[src/rtl/bytecode_loader.sv]
// ============================================================================
//  Module   : bytecode_loader
//  Purpose  : Fills byte-wide program memory from a valid/ready stream,
//             appends the HALT opcode, enables the processor and captures
//             its final result. Optional checksum via
//             BYTECODE_LOADER_CHECKSUM_EN.
//  Revision : 1.0 - initial release
// ============================================================================
`default_nettype none

module bytecode_loader #(
    parameter int          DEPTH = 1024,
    parameter int          AW    = 10,
    parameter logic [7:0]  HALT  = 8'hFF
) (
    input  logic          clk,
    input  logic          rst,
    input  logic          in_valid,
    input  logic [7:0]    in_data,
    input  logic          in_last,
    output logic          in_ready,
    output logic          mem_we,
    output logic [AW-1:0] mem_addr,
    output logic [7:0]    mem_wdata,
    output logic          enable,
    input  logic          running,
    input  logic [7:0]    result,
    input  logic          restart,
    output logic          done,
    output logic [7:0]    final_result,
    output logic          overflow,
    output logic [AW:0]   byte_count,
    output logic [7:0]    checksum
);

    typedef enum logic [2:0] {
        S_LOAD  = 3'd0,
        S_TERM  = 3'd1,
        S_START = 3'd2,
        S_RUN   = 3'd3,
        S_DONE  = 3'd4,
        S_ERR   = 3'd5
    } state_t;

    localparam logic [AW-1:0] c_last_addr = AW'(DEPTH - 1);
    localparam logic [AW-1:0] c_ptr_one   = {{(AW-1){1'b0}}, 1'b1};
    localparam logic [AW:0]   c_cnt_one   = {{AW{1'b0}}, 1'b1};

    state_t        r_state;
    state_t        w_next;
    logic [AW-1:0] r_ptr;
    logic [AW:0]   r_byte_count;
    logic [7:0]    r_final_result;
    logic          r_overflow;
    logic          w_room;
    logic          w_accept;
    logic          w_ovf_hit;
    logic          w_capture;
    logic          w_clear;

    // The last address is reserved for HALT, so the stream stalls one short.
    assign w_room = (r_ptr != c_last_addr);

    always_comb begin
        w_next    = r_state;
        in_ready  = 1'b0;
        mem_we    = 1'b0;
        mem_wdata = 8'h00;
        enable    = 1'b0;
        w_accept  = 1'b0;
        w_ovf_hit = 1'b0;
        w_capture = 1'b0;
        w_clear   = 1'b0;
        case (r_state)
            S_LOAD: begin
                in_ready  = w_room;
                w_accept  = in_valid & w_room;
                mem_we    = w_accept;
                mem_wdata = in_data;
                if (w_accept && in_last) begin
                    w_next = S_TERM;
                end else if (in_valid && !w_room) begin
                    w_next    = S_ERR;
                    w_ovf_hit = 1'b1;
                end
            end
            S_TERM: begin
                mem_we    = 1'b1;
                mem_wdata = HALT;
                w_next    = S_START;
            end
            S_START: begin
                enable = 1'b1;
                if (running) w_next = S_RUN;
            end
            S_RUN: begin
                enable = 1'b1;
                if (!running) begin
                    w_next    = S_DONE;
                    w_capture = 1'b1;
                end
            end
            S_DONE: begin
                enable = 1'b1;
                if (restart) begin
                    w_next  = S_LOAD;
                    w_clear = 1'b1;
                end
            end
            S_ERR: begin
                if (restart) begin
                    w_next  = S_LOAD;
                    w_clear = 1'b1;
                end
            end
            default: w_next = S_LOAD;
        endcase
    end

    always_ff @(posedge clk) begin
        if (rst) begin
            r_state        <= S_LOAD;
            r_ptr          <= '0;
            r_byte_count   <= '0;
            r_final_result <= 8'h00;
            r_overflow     <= 1'b0;
        end else begin
            r_state <= w_next;
            if (w_clear) begin
                r_ptr          <= '0;
                r_byte_count   <= '0;
                r_final_result <= 8'h00;
                r_overflow     <= 1'b0;
            end else begin
                if (w_accept) begin
                    r_ptr        <= r_ptr + c_ptr_one;
                    r_byte_count <= r_byte_count + c_cnt_one;
                end
                if (w_ovf_hit) r_overflow     <= 1'b1;
                if (w_capture) r_final_result <= result;
            end
        end
    end

`ifdef BYTECODE_LOADER_CHECKSUM_EN
    logic [7:0] r_checksum;

    always_ff @(posedge clk) begin
        if (rst || w_clear) begin
            r_checksum <= 8'h00;
        end else if (w_accept) begin
            r_checksum <= r_checksum + in_data;
        end
    end

    assign checksum = r_checksum;
`else
    assign checksum = 8'h00;
`endif

    assign mem_addr     = r_ptr;
    assign done         = (r_state == S_DONE);
    assign final_result = r_final_result;
    assign overflow     = r_overflow;
    assign byte_count   = r_byte_count;

endmodule

`default_nettype wire

[config.mk]
export PLATFORM = sky130hd
export DESIGN_NAME = bytecode_loader
export DESIGN_NICKNAME = d
export VERILOG_FILES = /design/src/rtl/bytecode_loader.sv
export SDC_FILE = /design/constraint.sdc
export NUM_CORES = 1
export LEC_CHECK = 0
export ABC_CLOCK_PERIOD_IN_PS = 2090
export BUFFER_PORTS_ARGS = -buffer_cell sky130_fd_sc_hd__buf_2
export CAP_MARGIN = 20
export CORE_AREA = 2 2 64 66
export DETAILED_ROUTE_END_ITERATION = 16
export DIE_AREA = 0 0 66 68
export HOLD_SLACK_MARGIN = 0.06
export PLACE_DENSITY = 0.86
export SETUP_SLACK_MARGIN = 0.4
export SLEW_MARGIN = 15
export SYNTH_ARGS = -nofsm -noshare
export SYNTH_HDL_FRONTEND = slang
export SYNTH_SLANG_ARGS = --single-unit
[constraint.sdc]
create_clock -name clk -period 2.09 [get_ports clk]
set_input_delay 0.1045 -clock clk [delete_from_list [all_inputs] [get_ports clk]]
set_output_delay 0.1045 -clock clk [all_outputs]
set_load 0.005 [all_outputs]
== Word level (Yosys, flattened, before mapping) ==
Index checks and enable logic that the tools add are counted.

* Flip-flop bits (word level): 33
* Latch bits: 0
* Memory bits (writable): 0
* Memory bits (read-only): 0
* Input bits: 22
* Output and inout port bits: 50
* Memories: 0

* Add/subtract/negate cells: 2
* Multipliers: 0
* Divide/modulo/power cells: 0
* Magnitude comparators: 0
* Equality and inequality tests: 10
* Shift operators: 0
* Mux-type cells: 18
* Bitwise logic cells: 1
* Reduce and logical (&&, ||, !) cells: 8

{| class="wikitable"
|+ Operators by type and width
! operator !! number
|-
| $pmux W8 S2 || 1
|-
| $mux W3 || 5
|-
| $pmux W3 S5 || 1
|-
| $add A11 B1 Y11 const B || 1
|-
| $add A10 B1 Y10 const B || 1
|-
| $mux W1 || 10
|-
| $ne A10 B10 Y1 const B || 1
|-
| $eq A3 B2 Y1 const B || 2
|-
| $eq A3 B3 Y1 const B || 2
|-
| $ne A2 B2 Y1 const B || 2
|-
| $reduce_and A4 Y1 || 1
|-
| $reduce_or A2 Y1 || 2
|-
| $eq A3 B1 Y1 const B || 1
|-
| $logic_not A3 Y1 || 1
|-
| $ne A3 B3 Y1 const B || 1
|-
| $reduce_or A3 Y1 || 1
|-
| $logic_and A1 B1 Y1 || 2
|-
| $ne A2 B1 Y1 const B || 1
|-
| $pmux W1 S2 || 1
|-
| $and A1 B1 Y1 || 1
|-
| $logic_not A1 Y1 || 1
|}

== Longest topological paths before layout ==
Gate-level depths: netlist of the first run.

* Depth in word-level cells: 6
* Mapped depth: 7

== Worst setup path after synthesis of the first run ==
No wires, ideal clock.

* Path type: flip-flop to flip-flop
* Start: register r_ptr[4], in the netlist mem_addr[4]
* End: register r_ptr[0], in the netlist mem_addr[0]
* Library setup time: 128 ps
* Arrival time: 1589 ps
* Required time: 1962 ps
* Slack: 373 ps
* Cell stages (with the launch flop): 7
* Path buffers: 2
* Period minus slack after synthesis: 1717 ps
* Cells stage by stage: dfxtp_1 -> nand4_1 -> o31ai_2 -> buf_6 -> buf_4 -> xor2_1 -> nor2_1

* Word-level cells in the longest chain between the ends: 3

{| class="wikitable"
|+ RTL lines
! item !! line !! text
|-
| start: declaration || 51 || <nowiki>logic [AW-1:0] r_ptr;</nowiki>
|-
| start signal: assignment || 136 || <nowiki>r_ptr <= r_ptr + c_ptr_one;</nowiki>
|-
| $ne A10 B10 Y1 || 62 || <nowiki>assign w_room = (r_ptr != c_last_addr);</nowiki>
|-
| $and A1 B1 Y1 || 77 || <nowiki>w_accept = in_valid & w_room;</nowiki>
|-
| $mux W1 || 74 || <nowiki>case (r_state)</nowiki>
|}

No other way between the ends.
A chain may end at the register's enable or synchronous reset.

== Worst setup path after layout of the first run ==
* Start: register r_state[1]
* End: register r_byte_count[9], in the netlist byte_count[9]

* Word-level cells in the longest chain between the ends: 4

{| class="wikitable"
|+ RTL lines
! item !! line !! text
|-
| start: declaration || 49 || <nowiki>state_t r_state;</nowiki>
|-
| start signal: assignment || 128 || <nowiki>r_state <= w_next;</nowiki>
|-
| $eq A3 B3 Y1 || 74 ||
|-
| $reduce_or A2 Y1 (no line) || n/a ||
|-
| $mux W1 || n/a ||
|-
| $reduce_or A2 Y1 (no line) || n/a ||
|-
| end signal: assignment || 137 || <nowiki>r_byte_count <= r_byte_count + c_cnt_one;</nowiki>
|-
| end: declaration || 52 || <nowiki>logic [AW:0] r_byte_count;</nowiki>
|}

Several ways; a longest one is shown, not always the timed one.

==> results.yml, run 1 <==
run_status:
  status: "finished, final reports clean"
detailed_routing:
  postRouteAntennaNets: 0
  first_pass_iters: 4
  avgRoutedWirePerCell_microns: 14.5
  routed_wl_microns: 4920
  via_per_inst: 5.42
  drtIter0Drc: 160
  vias: 1844
  drc: 0
yosys:
  synth.top_cell.area_share_pct: 38.7
  syn_avg_cell_area_sq_um: 8.62
  seq_area_frac_synth_pct: 38.7
  synthTopCellsByArea: "dfxtp_1, a21oi_1, mux2i_1, nor2_1, buf_4"
  synthCells: 198
  synth_ff_type: "dfxtp_1"
  synth_cell_types: 43
  yosysTopAreaCell: "dfxtp_1"
  ys_warn_count: 0
  synth-edff-count: 0
  ys_async_sr_fraction_pct: 0
  ys_ff_latch: 33
  syn_area_sq_um: 1710
die:
  start_util_pct: 44.3
  rows: 23
  die_x_microns: 66
  dieArea_sq_um: 4490
  die_h_microns: 68
  core-area_sq_um: 3860
  ioPinCount: 72
global_route:
  grt_max_degree: 29
  grt_antenna_before_repair: 0
  grt_pass1_vias: 1587
  grt_overflow: 0
  grt_first_pass_wirelength_microns: 7230
  grt.total_usage_pct: 21.3
placed_design:
  dp.final_hpwl_microns: 2920
  port-buffer-count: 63
  pre_cts_ws_ps: 157
  place.gp.congestion: 0.811
sta:
  hold_viol_final: 0
  maxSlewHeadroom_pct: 60.4
  drv_slew: 0
  clock.fmax_ghz: 0.576
  finClkSkew_ps: 4.76
  rsz0062_at_grt: "true"
  finalCriticalPeriod_ps: 1740
  fin_tns_setup_ps: 0
  setup_violations: 0
  setup_slack_ps: 355
  fin_crit_sh_pct: 83.0
  max_slew.worst_pin.slew_ps: 595
final_layout:
  final_nets: 313
  areaGrowthSynthToFinish_pct: 46.6
  layout_common_cells: "buf_2, dfxtp_1, buf_4"
  final_common_cell: "buf_2"
  num-fill-cells: 331
  seqCellArea_sq_um: 682
  n_antenna_cell: 0
  drive_gt1_share_pct: 42.1
  multi_input_area_sq_um: 1060
clock_network:
  cts_buffers: 5
  clkTransAtPathRegs_ps: 60
  clockBufferDepth: 2
  cts_tree: "built"
  clkSinkCount: 33
  insertion_delay_ps: 290
  htree_levels: 2
  root_buffer: "clkbuf_8"
critical_path:
  crit_fanout: 6
  path_class: "flip-flop to flip-flop"
  slowest_stage: "or4_4"
  critPathLaunchType: "flip-flop"
  worstSetupEndpointType: "flip-flop"
  path_cells: "nor4b_4 -> buf_4 -> o31ai_4 -> buf_6 -> or4_4 -> a21oi_1"
  max_stage_delay_ps: 500
  cp.arrival_ps: 1950
  required_ps: 2300
power:
  p_per_area_nw_per_um2: 639
  ir_drop_mv: 0.488
  totalPowerFinal_uw: 1600
  p_leak_uw: 0.00105
worst_hold_path:
  min_path_type: "input port to flip-flop"
flow_run:
  cap_violations: 0
==> worst max-delay path: cells and delay by family, from the launching register on <==
kind	cells	cell delay [ps]
AO/OA/AOI/OAI	2	210
AND/OR/NAND/NOR	2	790
flip-flops	1	330
buffers and inverters	2	320
==> worst paths after layout <==
check	start	depth (start not counted)	to	slack, ps
worst max-delay path	r_state[1]	6	byte_count[9]	350
worst min-delay path	result[7]	3	final_result[7]	70
worst max register to register	r_state[1]	6	byte_count[9]	350
worst min register to register	final_result[3]	2	final_result[3]	490
==> state kept, by name, summed over array words and instances (netlist names) <==
register,cells
mem_addr,10
final_result,8
r_state,3
byte_count,11
overflow,1
==> area by class of cell <==
class,instances,area share [%]
clock buffer,7,3.45
clock inverter,1,1.20
inverter,3,0.450
multi-input combinational,153,42.4
sequential,33,27.2
tap,50,2.50
timing repair buffer,93,22.8
==> Yosys cell counts (all sizes together), types with 4 or more instances <==
library cell and number:
o21ai 9, o21a 8, nand4 5, buf 13
mux2i 8, a21oi 18, nor2 20, dfxtp 33
nand2 13, or4 7, or3 8, clkbuf 4
o31ai 9, nand3 9
==> power breakdown <==
part / internal, uW / switching [uW] / leakage, uW / total [uW]
Clock: 388 / 224 / 0.0000585 / 612
Sequential: 645 / 27.9 / 0.000272 / 673
Combinational: 160 / 154 / 0.000720 / 314
==> metrics by stage <==
stage / cell area, sq um / util (%) / std cells / hold WS (ps)
3_5_place_dp: 2050 / 53.2 / 307 / 349
3_3_place_gp: 2050 / 53.2 / 307 / 342
2_1_floorplan: 1740 / - / 205 / 183
6_report: 2500 / 64.9 / 340 / 70.5
5_1_grt: 2500 / 64.9 / 340 / 84.5
4_1_cts: 2380 / 61.7 / 332 / 65.3
==> kinds of logic after synthesis <==
group                    count (synthesis)  share of synthesized area (%)
AND/OR/NAND/NOR                         79                           26.4
AO/OA/AOI/OAI                           51                           19.1
flip-flops                              33                           38.7
buffers and inverters                   20                           7.26
multiplexers                             9                           5.35
XOR/XNOR                                 3                           1.54
adder cells (fa/ha/maj)                  2                           1.47
other                                    1                          0.220
==> layer usage <==
metal / routed length [microns] / GRT usage, % / up-vias
met3: 251 / 7.40 / 9
met4: 88 / 9.95 / 0
met1: 2020 / 24.6 / 873
met5: 0 / 0 / -
met2: 2560 / 35.6 / 59
li1: - / - / 903
==> repair_timing <==
action | 4_1_cts | 5_1_grt
gates resized for setup | 14 | 21
pin swaps | 19 | 7
gates cloned | 1 | 0
hold buffers | 7 | 0
buffers inserted | 9 | 8
endpoints found under the setup margin | 19 | 29
endpoints found under the hold margin | 8 | 0
(Power assumes the default switching activity.)
==> run 2, diff against run 1 <==
--- a/config.mk
+++ b/config.mk
@@ -5,7 +5,7 @@
 export SDC_FILE = /design/constraint.sdc
 export NUM_CORES = 1
 export LEC_CHECK = 0
-export ABC_CLOCK_PERIOD_IN_PS = 2090
+export ABC_CLOCK_PERIOD_IN_PS = 1600
 export BUFFER_PORTS_ARGS = -buffer_cell sky130_fd_sc_hd__buf_2
 export CAP_MARGIN = 20
 export CORE_AREA = 2 2 64 66
==> constraint.sdc (replaced) <==
create_clock -name clk -period 1.6 [get_ports clk]
set_input_delay 0.08 -clock clk [delete_from_list [all_inputs] [get_ports clk]]
set_output_delay 0.08 -clock clk [all_outputs]
set_load 0.005 [all_outputs]
==> run 2 against run 1 <==
Effect of this change:
- the flow now finishes with violations (setup timing)
- largest cell class unchanged
- global-route usage increased by 3.5 points
- design area grew 12%
- critical path type unchanged
- sequential cell count is the same
- clock-buffer cell count did not move
- first-iteration DRC count shrank 10%
==> results.yml, run 2 (synthesis results as in run 1) <==
global_route:
  grt_first_pass_wirelength_microns: 8390
  grt_overflow: 0
  grt_pass1_vias: 1878
  grt.total_usage_pct: 24.8
  grt_antenna_before_repair: 0
  grt_max_degree: 16
placed_design:
  place.gp.congestion: 0.810
  place_area_sq_um: 2280
  port-buffer-count: 63
  pre_cts_ws_ps: -19.1
  dp.final_hpwl_microns: 3110
final_layout:
  largest_register_ffs: 11
  multi_input_area_sq_um: 1140
  finalInstanceArea_sq_um: 2810
  areaGrowthSynthToFinish_pct: 64.4
  seqCellArea_sq_um: 683
  drive_gt1_share_pct: 51.3
  layout_common_cells: "buf_2, buf_4, dfxtp_1"
  final_common_cell: "buf_2"
  num-fill-cells: 295
  final_nets: 339
  n_antenna_cell: 0
  fin_util_pct: 72.8
die:
  start_util_pct: 44.3
  rows: 23
  core-area_sq_um: 3860
  ioPinCount: 72
  dieArea_sq_um: 4490
  die_x_microns: 66
  die_h_microns: 68
sta:
  setup_violations: 13
  finalCriticalPeriod_ps: 1690
  hold_viol_final: 0
  fin_tns_setup_ps: -450
  rsz0062_at_grt: "true"
  setup_slack_ps: -86.2
  drv_slew: 0
  clock.fmax_ghz: 0.593
  fin_crit_sh_pct: 105
  hold_ws_ps: 66.5
  finClkSkew_ps: 15.0
run_status:
  violations: "setup timing"
  status: "complete, but fails checks"
detailed_routing:
  vias: 1985
  postRouteAntennaNets: 0
  via_per_inst: 5.42
  routed_wl_microns: 5620
  first_pass_iters: 4
  drtIter0Drc: 144
  drc: 0
  avgRoutedWirePerCell_microns: 15.4
clock_network:
  clkSinkCount: 33
  clkTransAtPathRegs_ps: 80
  htree_levels: 2
  cts_tree: "built"
  insertion_delay_ps: 290
  clockBufferDepth: 2
  cts_buffers: 5
  root_buffer: "clkbuf_8"
critical_path:
  path_class: "flip-flop to flip-flop"
  path_cells: "nor4b_4 -> buf_4 -> o31ai_4 -> buf_6 -> or4_1 -> a21oi_2"
  worstSetupEndpointType: "flip-flop"
  max_stage_delay_ps: 480
  critPathLaunchType: "flip-flop"
  cp.arrival_ps: 1910
  crit_fanout: 5
  required_ps: 1830
  slowest_stage: "or4_1"
flow_run:
  cap_violations: 0
power:
  p_per_area_nw_per_um2: 783
  p_leak_uw: 0.00121
  ir_drop_mv: 0.550
worst_hold_path:
  min_path_type: "input port to flip-flop"
==> run 2: critical path, delay by kind of cell, from the launching register on <==
family / cells / cell delay [ps]
compound gates: 2 / 250
buf+inv: 2 / 330
simple gates: 2 / 730
flops: 1 / 330
==> run 2: area by class of cell <==
class                           count  share of cell area (%)
Clock inverter                      1                    1.07
Clock buffer                        7                    3.08
Multi-Input combinational cell    154                    40.5
Sequential cell                    33                    24.3
Inverter                            3                   0.490
Timing Repair Buffer              118                    28.3
Tap cell                           50                    2.23
==> run 2: final timing paths <==
path / slack, ps / depth (start not counted) / start / endpoint
hold reg to reg: 490 / 2 / final_result[0] / final_result[0]
setup reg to reg: -90 / 6 / r_state[1] / byte_count[5]
hold / removal: 70 / 3 / result[2] / final_result[2]
setup / recovery: -90 / 6 / r_state[1] / byte_count[5]
==> run 2: repair_timing <==
action,4_1_cts,5_1_grt
buffers inserted,13,6
endpoints found under the hold margin,7,0
gates cloned,4,0
resized for setup,24,20
pin swaps,13,10
setup endpoints to repair,44,44
hold buffers,7,0
==> run 2: through the flow <==
step	power (uW)	std cells
2_1_floorplan	1130	205
3_5_place_dp	1260	328
5_1_grt	2290	366
4_1_cts	2150	360
6_report	2200	366
3_3_place_gp	1250	328
==> run 2: per-layer routing <==
metal | part of all wire, % | vias to the layer above | GRT usage, %
met3 | 6.2 | 12 | 5.92
li1 | - | 950 | -
met4 | 1.8 | 0 | 13.8
met5 | 0 | - | 0
met1 | 39 | 924 | 26.2
met2 | 53 | 99 | 45.3
==> run 2: power by group <==
group          leakage, uW  total, uW  internal [uW]  switching (uW)
Combinational     0.000880        515            264             251
Clock            0.0000585        819            508             311
Sequential        0.000273        864            845            19.4
Total              0.00121       2200           1620             582
